$ cat config.mk
export PLATFORM = sky130hd
export DESIGN_NAME = mem_slave_writer_flat
export DESIGN_NICKNAME = d
export VERILOG_FILES = /design/src/rtl/mem_slave_writer_if.sv /design/src/rtl/mem_slave_writer.sv /design/src/flat_wrapper.sv
export SDC_FILE = /design/constraint.sdc
export NUM_CORES = 1
export LEC_CHECK = 0
export CAP_MARGIN = 10
export CORE_MARGIN = 2
export CORE_UTILIZATION = 25
export DETAILED_ROUTE_END_ITERATION = 16
export PLACE_DENSITY = 0.41
export SLEW_MARGIN = 15
export SYNTH_ARGS = -nofsm -noshare
export SYNTH_HDL_FRONTEND = slang
export SYNTH_SLANG_ARGS = --single-unit
$ cat constraint.sdc
create_clock -name clk_mem -period 2.8 [get_ports clk_mem]
set_clock_uncertainty 0.05 [all_clocks]
set_input_delay 0.28 -clock clk_mem [delete_from_list [all_inputs] [get_ports clk_mem]]
set_output_delay 0.28 -clock clk_mem [all_outputs]
set_load 0.1 [all_outputs]
$ cat src/rtl/mem_slave_writer_if.sv
// FIFO read-side and memory readback signals shared by mem_slave_writer and its driver.
interface mem_slave_writer_if #(
  parameter int unsigned DATA_WIDTH = 8,
  parameter int unsigned ADDR_WIDTH = 4
);
  logic                  fifo_empty;
  logic [DATA_WIDTH-1:0] fifo_data_out;
  logic                  fifo_r_en;
  logic                  mem_clr;
  logic [ADDR_WIDTH-1:0] rd_addr;
  logic [DATA_WIDTH-1:0] rd_data;
  logic [ADDR_WIDTH:0]   mem_count;
  logic                  mem_full;
  logic                  busy;

  modport slave (
    input  fifo_empty, fifo_data_out, mem_clr, rd_addr,
    output fifo_r_en, rd_data, mem_count, mem_full, busy
  );

  modport master (
    output fifo_empty, fifo_data_out, mem_clr, rd_addr,
    input  fifo_r_en, rd_data, mem_count, mem_full, busy
  );
endinterface

$ cat src/rtl/mem_slave_writer.sv
// Pops bytes from the async FIFO read port into a register-file memory (clk_mem domain).
// Define MEM_WRAP_EN for ring-buffer mode: never full, oldest words overwritten.
module mem_slave_writer #(
  parameter int unsigned DATA_WIDTH = 8,
  parameter int unsigned ADDR_WIDTH = 4
) (
  input logic               clk_mem,
  input logic               reset,
  mem_slave_writer_if.slave bus
);
  localparam int unsigned DEPTH = 2 ** ADDR_WIDTH;
  localparam logic [ADDR_WIDTH:0] FULL_COUNT = (ADDR_WIDTH + 1)'(DEPTH);

  localparam logic [1:0] StIdle  = 2'd0;
  localparam logic [1:0] StReq   = 2'd1;
  localparam logic [1:0] StCapt  = 2'd2;
  localparam logic [1:0] StStore = 2'd3;

  logic [1:0]            state_q, state_d;
  logic [ADDR_WIDTH-1:0] wr_ptr_q, wr_ptr_d;
  logic [ADDR_WIDTH:0]   count_q, count_d;
  logic [DATA_WIDTH-1:0] data_q;
  logic [DATA_WIDTH-1:0] rd_data_q;
  logic [DATA_WIDTH-1:0] mem [DEPTH];
  logic                  full;
  logic                  store_en;

`ifdef MEM_WRAP_EN
  assign full = 1'b0;
`else
  assign full = (count_q == FULL_COUNT);
`endif

  // mem_clr wins over a pending STORE, so the word in flight is dropped.
  assign store_en = (state_q == StStore) && !bus.mem_clr;

  always_comb begin
    state_d  = state_q;
    wr_ptr_d = wr_ptr_q;
    count_d  = count_q;
    case (state_q)
      StIdle: begin
        if (!bus.fifo_empty && !full) state_d = StReq;
      end
      StReq:  state_d = StCapt;
      StCapt: state_d = StStore;
      StStore: begin
        state_d  = StIdle;
        wr_ptr_d = wr_ptr_q + 1'b1;
        if (count_q != FULL_COUNT) count_d = count_q + 1'b1;
      end
      default: state_d = StIdle;
    endcase
    if (bus.mem_clr) begin
      state_d  = StIdle;
      wr_ptr_d = '0;
      count_d  = '0;
    end
  end

  always_ff @(posedge clk_mem or posedge reset) begin
    if (reset) begin
      state_q   <= StIdle;
      wr_ptr_q  <= '0;
      count_q   <= '0;
      data_q    <= '0;
      rd_data_q <= '0;
    end else begin
      state_q   <= state_d;
      wr_ptr_q  <= wr_ptr_d;
      count_q   <= count_d;
      rd_data_q <= mem[bus.rd_addr];
      if (state_q == StCapt) data_q <= bus.fifo_data_out;
    end
  end

  // Storage is deliberately not reset; a read of the write address returns old contents.
  always_ff @(posedge clk_mem) begin
    if (store_en) mem[wr_ptr_q] <= data_q;
  end

  assign bus.fifo_r_en = (state_q == StReq);
  assign bus.busy      = (state_q != StIdle);
  assign bus.mem_count = count_q;
  assign bus.mem_full  = full;
  assign bus.rd_data   = rd_data_q;
endmodule

$ cat src/flat_wrapper.sv
// flat-port wrapper written by rule: the top's interface ports become plain ports
module mem_slave_writer_flat 
#(
  parameter int unsigned DATA_WIDTH = 8,
  parameter int unsigned ADDR_WIDTH = 4
)
  (clk_mem, reset, bus_fifo_empty, bus_fifo_data_out, bus_mem_clr, bus_rd_addr, bus_fifo_r_en, bus_rd_data, bus_mem_count, bus_mem_full, bus_busy);
  mem_slave_writer_if #(.DATA_WIDTH(DATA_WIDTH), .ADDR_WIDTH(ADDR_WIDTH)) bus_i ();
  input logic clk_mem;
  input logic reset;
  input wire logic [$bits(bus_i.fifo_empty)-1:0] bus_fifo_empty;
  input wire logic [$bits(bus_i.fifo_data_out)-1:0] bus_fifo_data_out;
  input wire logic [$bits(bus_i.mem_clr)-1:0] bus_mem_clr;
  input wire logic [$bits(bus_i.rd_addr)-1:0] bus_rd_addr;
  output wire logic [$bits(bus_i.fifo_r_en)-1:0] bus_fifo_r_en;
  output wire logic [$bits(bus_i.rd_data)-1:0] bus_rd_data;
  output wire logic [$bits(bus_i.mem_count)-1:0] bus_mem_count;
  output wire logic [$bits(bus_i.mem_full)-1:0] bus_mem_full;
  output wire logic [$bits(bus_i.busy)-1:0] bus_busy;
  assign bus_i.fifo_empty = bus_fifo_empty;
  assign bus_i.fifo_data_out = bus_fifo_data_out;
  assign bus_i.mem_clr = bus_mem_clr;
  assign bus_i.rd_addr = bus_rd_addr;
  assign bus_fifo_r_en = bus_i.fifo_r_en;
  assign bus_rd_data = bus_i.rd_data;
  assign bus_mem_count = bus_i.mem_count;
  assign bus_mem_full = bus_i.mem_full;
  assign bus_busy = bus_i.busy;
  mem_slave_writer #(.DATA_WIDTH(DATA_WIDTH), .ADDR_WIDTH(ADDR_WIDTH)) u_core (.clk_mem(clk_mem), .reset(reset), .bus(bus_i));
endmodule
==> impl_results.md, run 1 <==
* Resized Gates After CTS at 0
* Max Fanout on Critical Path at 8
* Area growth, synth to finish at 19.95%
* Critical path class: reg -> reg
* Initial antenna violation count at 0
* Setup violators final at 0
* Worst setup SP type: flop
* Synth Register Bits at 155
* Final Max Slew Viols at 0
* RSZ-0062 raised after global routing: no
* Reg2reg start: u_core.state_q[0]$_DFFE_PP0P_
* Crit path DAT at around 2.1 ns
* Reg clk slew, reported paths at 0.06 ns
* Worst hold slack at slightly below 0.2 ns
* CTS tree: done
* Cts-stage hold buffer count at 0
* Family with the most delay on the worst path: simple AND/OR/NAND/NOR gates
* Largest net degree at the start of global routing at 33
* Most frequent cells in the layout: edfxtp_1, dfrtp_1, buf_4
* Worst relative slew slack at 48.45%
* Die height at 160.7 um
* Die Width at approximately 160 um
* MaxCap Viol Count at 0
* Detailed Routing Iterations Pass 1 at 4
* Slew @ Worst Pin at 0.7716 ns
* Vias in the first global route at just over 3,000
* Residual DRC at 0
* Final nets at 379
* Crit-path cells: ha_1 -> nor2b_1 -> nor3b_1 -> and2_1
* GRT Overall Usage at 11.06%
* 1st-iter DRT viols at 190
* FF-to-FF setup slack at 0.73 ns
* Max Buffers Root-to-Sink at 2
* CTS Sinks at ~160
* Root buf cell: clkbuf_16
* Final GP Congestion at between 0.7 and 0.8
* Die ar. at 25,830 um2
* Final min period at 2.071 ns
* Post-synth top area share at a little over three fifths
* CP max-delay cell: and2_1
* P_leak at approximately 0.0026 uW
* First-pass GRT wire length at ~20 mm
* Commonest non-fill, non-tap cell in the layout: edfxtp_1
* Worst path required time at 2.82 ns
* ANT nets after route at 0
* Vias at about 2,900
* N_diodes at 0
* Core Rows at 57
* Post-synthesis cell area at 6140 um2
* Syn_nets at 334
* CP Buf/Inv Count at 0
* Syn Inst Count at between 300 and 400
* GRT overflow at 0
* Drt total wl at 13.40 mm
* Post-route setup TNS at 0 ns
* Io pins at 32
* Final Cycle Share at 73.95%
* Wire length per cell at 19.42 um
* Post-Synthesis Mean Instance Area at 19.93 um2
* Hold Fails Final Rpt at 0
* CTS Buf Count at 17
* Netlist cell types at 29
* Initial core utilization at 25.32%
* Main area contributors after synthesis: edfxtp_1, dfrtp_1, mux4_2, mux4_1, ha_1
* I/O Buffers at 31
* Post-synth top area cell: edfxtp_1
* Final HPWL DP at 8.614 mm
* Critical path origin: u_core.state_q[0]$_DFFE_PP0P_
* Power per standard cell area at 843.2 nW/um2
* Outcome: finished, final reports clean
* Min-delay worst type: in -> async
* Crit end category: flop
* Fmax at 0.4830 GHz
* Peak supply drop at 0.6132 mV
* Crit-path max cell delay at about 0.43 ns
* Clk_lat worst skew at 0.42 ns
* Post-DR vias/cell at ~4.2
* Post-CTS setup repair buffer count at 0
* Sequential share of the synthesized area at roughly 74%
* Core area at 24,250 um2
* Layout cell share with drive strength beyond 1 at 21.86%
* Yosys warnings at 0
* H-tree depth at 4
==> Yosys cell counts <==
| cell type | instances |
|---|---|
| mux4_1 | 14 |
| xnor2_1 | 3 |
| buf_6 | 3 |
| ha_1 | 10 |
| mux4_2 | 18 |
| buf_4 | 1 |
| and3_1 | 1 |
| nand4_1 | 3 |
| and2_1 | 17 |
| nand2_1 | 12 |
| inv_1 | 9 |
| nand3_1 | 2 |
| nor2_1 | 12 |
| clkdlybuf4s25_2 | 3 |
| mux2i_1 | 2 |
| and3b_1 | 1 |
| clkbuf_1 | 2 |
| edfxtp_1 | 128 |
| a22oi_1 | 16 |
| and2b_1 | 1 |
| dfrtp_1 | 27 |
| nor2b_1 | 2 |
| nor3b_1 | 1 |
| nand4bb_1 | 1 |
| mux2_2 | 8 |
| xor2_1 | 5 |
| a21oi_1 | 1 |
| o21ai_0 | 1 |
| buf_2 | 4 |
==> flip-flops by register name, summed over array words and instances, names as in the netlist <==
| register | flops |
|---|---|
| u_core.data_q | 8 |
| u_core.wr_ptr_q | 4 |
| u_core.bus.mem_count | 5 |
| u_core.mem | 128 |
| u_core.state_q | 2 |
| u_core.bus.rd_data | 8 |
==> stage by stage <==
| step | std cells | power, uW | util, % | cell area, um2 | setup WS [ns] |
|---|---|---|---|---|---|
| finish | 690 | 6210 | 30.37 | 7365 | 0.7295 |
| global route | 690 | 6469 | 30.37 | 7365 | 0.4801 |
| CTS | 690 | 6308 | 30.37 | 7365 | 0.6610 |
| detailed placement | 658 | 4055 | 27.98 | 6784 | 0.5677 |
| global placement | 658 | 4032 | 27.98 | 6784 | 0.5902 |
| floorplan | 308 | 3655 | - | 6140 | 0.01052 |
==> per-layer routing <==
metal / track usage [%] / vias to the layer above / wire [um]
li1: - / 1314 / -
met1: 14.17 / 1496 / 6166
met2: 18.01 / 52 / 6632
met3: 3.487 / 16 / 452
met4: 3.409 / 0 / 146
met5: 0 / - / 0
==> worst register-to-register path: stages (launching register included) <==
cell,delay (ns)
dfrtp_1,0.41
ha_1,0.18
nor2b_1,0.29
nor3b_1,0.37
and2_1,0.43
==> cell type report <==
class,instances,area (um2)
fillers,2399,16880
flip-flops and latches,155,4519
multi-input cells,131,1488
clock buffers,21,460.4
well taps,324,405.4
repair buffers,39,337.8
clock inverters,11,120.1
inverters,9,33.78
==> path summary, 6_finish.rpt <==
| kind | endpoint | cells past startpoint |
|---|---|---|
| max in group asynchronous | u_core.bus.rd_data[7]$_DFF_PP0_ | 3 |
| min | u_core.state_q[0]$_DFFE_PP0P_ | 3 |
| min reg2reg | u_core.bus.mem_count[4]$_DFFE_PP0P_ | 2 |
| max reg2reg | u_core.mem[3][4]$_DFFE_PP_ | 4 |
| min in group clk_mem | u_core.data_q[7]$_DFFE_PP0N_ | 2 |
| max | u_core.mem[3][4]$_DFFE_PP_ | 4 |
==> report_power, final <==
group	leakage, uW	total [uW]	switching [uW]	internal, uW
Combinational	0.000787	696	447	249
Sequential	0.00150	3280	389	2890
Clock	0.000269	2240	883	1350
==> cell families after synthesis <==
family	after synthesis	share of synthesized area, %
DFF	155	73.61
muxes	42	14.39
buffers and inverters	22	2.160
and+or+nand+nor	53	4.545
xor gates and xnor gates	8	1.141
AOI/OAI and AO/OA	18	2.119
adders and majority gates	10	2.038
Note: power is estimated with default switching activity, not from simulation.
==> run 2: changes to the inputs <==
- PLACE_DENSITY: 0.41 -> 0.42
- clock period: 2.8 -> 1.9 ns (I/O delays scaled with it)
==> impl_results.md, run 2 (same netlist as run 1, synthesis figures left out) <==
* Outcome: finished, final reports clean
* CTS Sinks at 155
* Residual DRC at 0
* Final Max Slew Viols at 0
* Clk pwr share at 35.2%
* Worst path required time at 1.66 ns
* Hold Fails Final Rpt at 0
* Largest net degree at the start of global routing at 28
* Critical path origin: u_core.bus.mem_count[1]$_DFFE_PP0P_
* Crit-path cells: inv_2 -> ha_4 -> nand4bb_4 -> clkinvlp_4 -> buf_12
* Pre-CTS WS at -0.1237 ns
* Max Buffers Root-to-Sink at 2
* Max Fanout on Critical Path at 5
* Reg2reg start: u_core.state_q[0]$_DFFE_PP0P_
* Metal1 wirelength at 6.175 mm
* I/O Buffers at 31
* Core Rows at 57
* Initial core utilization at 25.32%
* CP Buf/Inv Count at 3
* # fillers at 2,362
* Max reg flops at 128
* Die Width at between 150 and 200 um
* Final min period at 1.810 ns
* Setup WS post-layout at 0.09033 ns
* Vias in the first global route at ~3,200
* Area growth, synth to finish at 27.86%
* Routed length on met3 at 448 um
* Wire length per cell at approximately 19 um
* H-tree depth at 4
* Crit end category: primary output
* Root buf cell: clkbuf_16
* Placed inst area at 7259 um2
* ANT nets after route at 0
* Clk_lat worst skew at 0.41 ns
* Detailed Routing Iterations Pass 1 at 4
* Initial antenna violation count at 0
* Core area at 24,250 um2
* Power per standard cell area at 1187 nW/um2
* Reg clk slew, reported paths at about 0.060 ns
* Top layer in use: met4
* Die height at between 150 and 200 um
* Vias at 2,977
* Critical path class: reg -> out
* Crit path DAT at 1.57 ns
* Worst relative slew slack at 50.90%
* N_diodes at 0
* P_sw at 2513 uW
* Min-delay worst type: in -> async
* Post-route cell area at 7850 um2
* First-pass GRT wire length at 20.62 mm
* Family with the most delay on the worst path: flip-flops
* CTS Buf Count at 17
* Setup violators final at 0
* Pint at roughly 7000 uW
* Peak supply drop at 1.127 mV
* Reg power frac at 51.7%
* Fmax at 0.5526 GHz
* Worst hold slack at 0.1081 ns
* Largest reg by FF count: u_core.mem
* GRT Overall Usage at 11.27%
* Final HPWL DP at 9.091 mm
* P_leak at around 0.0027 uW
* Worst setup SP type: flop
* Multi-input gate area at 1530 um2
* CTS tree: done
* CP max-delay cell: dfrtp_4
* Most frequent cells in the layout: edfxtp_1, buf_4, dfrtp_1
* Layout cell share with drive strength beyond 1 at 29.74%
* Logic pwr share at 13.1%
* 1st-iter DRT viols at 194
* Final GP Congestion at slightly below 0.7
* Reg area at 4533 um2
* WL met2 at 6.864 mm
* Slew @ Worst Pin at 0.7365 ns
* GRT overflow at 0
* Io pins at 32
* Post-route setup TNS at 0 ns
* MaxCap Viol Count at 0
* Final Cycle Share at 95.25%
* Net Sw Frac at between 20% and 30%
* Post-DR vias/cell at 4.169
* Die ar. at 25,830 um2
* Crit-path max cell delay at 0.50 ns
* Commonest non-fill, non-tap cell in the layout: edfxtp_1
* RSZ-0062 raised after global routing: no
* Drt total wl at 13.65 mm
* Final nets at 404
* Overall Power at 9317 uW
==> run 2: changes by cell type in the layout (fill, tap and decap cells not counted), moves of 3 or more <==
cell,previous run,this run
buf_12,1,21
buf_4,23,28
dfrtp_1,27,22
clkinvlp_4,5,2
dfrtp_4,0,3
inv_1,9,6
==> run 2: final timing paths <==
check / end / slack (ns) / depth (start not counted)
worst min register to register: u_core.bus.mem_count[2]$_DFFE_PP0P_ / 0.55 / 2
worst max-delay path: bus_mem_full / 0.09 / 5
worst max register to register: u_core.mem[3][4]$_DFFE_PP_ / 0.14 / 6
max in group asynchronous: u_core.bus.mem_count[1]$_DFFE_PP0P_ / 1.37 / 3
min in group clk_mem: u_core.data_q[2]$_DFFE_PP0N_ / 0.34 / 2
worst min-delay path: u_core.state_q[1]$_DFFE_PP0P_ / 0.11 / 3
==> run 2: power groups by stage <==
stage | clock network, uW | registers [uW] | logic (uW)
3_5_place_dp | 0 | 4930 | 1230
5_1_grt | 3530 | 4890 | 1300
6_report | 3280 | 4820 | 1220
3_3_place_gp | 0 | 4890 | 1230
2_1_floorplan | 0 | 4750 | 663
4_1_cts | 3380 | 4850 | 1240
==> run 2: final cells by class <==
cell class | instances | area share (%)
clock buffers | 21 | 5.610
flip-flops and latches | 155 | 57.75
well taps | 324 | 5.164
repair buffers | 64 | 9.882
multi-input cells | 131 | 19.49
inverters | 9 | 0.5100
clock inverters | 10 | 1.594
==> run 2: repair_timing <==
item | CTS | global route
gates resized for setup | 1 | 3
hold buffers | 0 | 0
setup endpoints to repair | 32 | 49
buffers inserted | 0 | 2
==> run 2: routing by layer <==
metal / vias up / track usage, %
met5: - / 0
met4: 0 / 3.531
met3: 16 / 3.228
met2: 55 / 18.50
met1: 1542 / 14.52
li1: 1364 / -
==> run 2: stage by stage <==
stage                     util (%)  std cells
after CTS                    32.29        712
after global placement       29.94        681
after detailed placement     29.94        681
after floorplan                  -        308
after global routing         32.37        714
final                        32.37        714
==> run 2: tightest hold or removal path: stages <==
cell and delay, ns:
clkdlybuf4s50_1 0.39, inv_1 0.05, buf_4 0.36
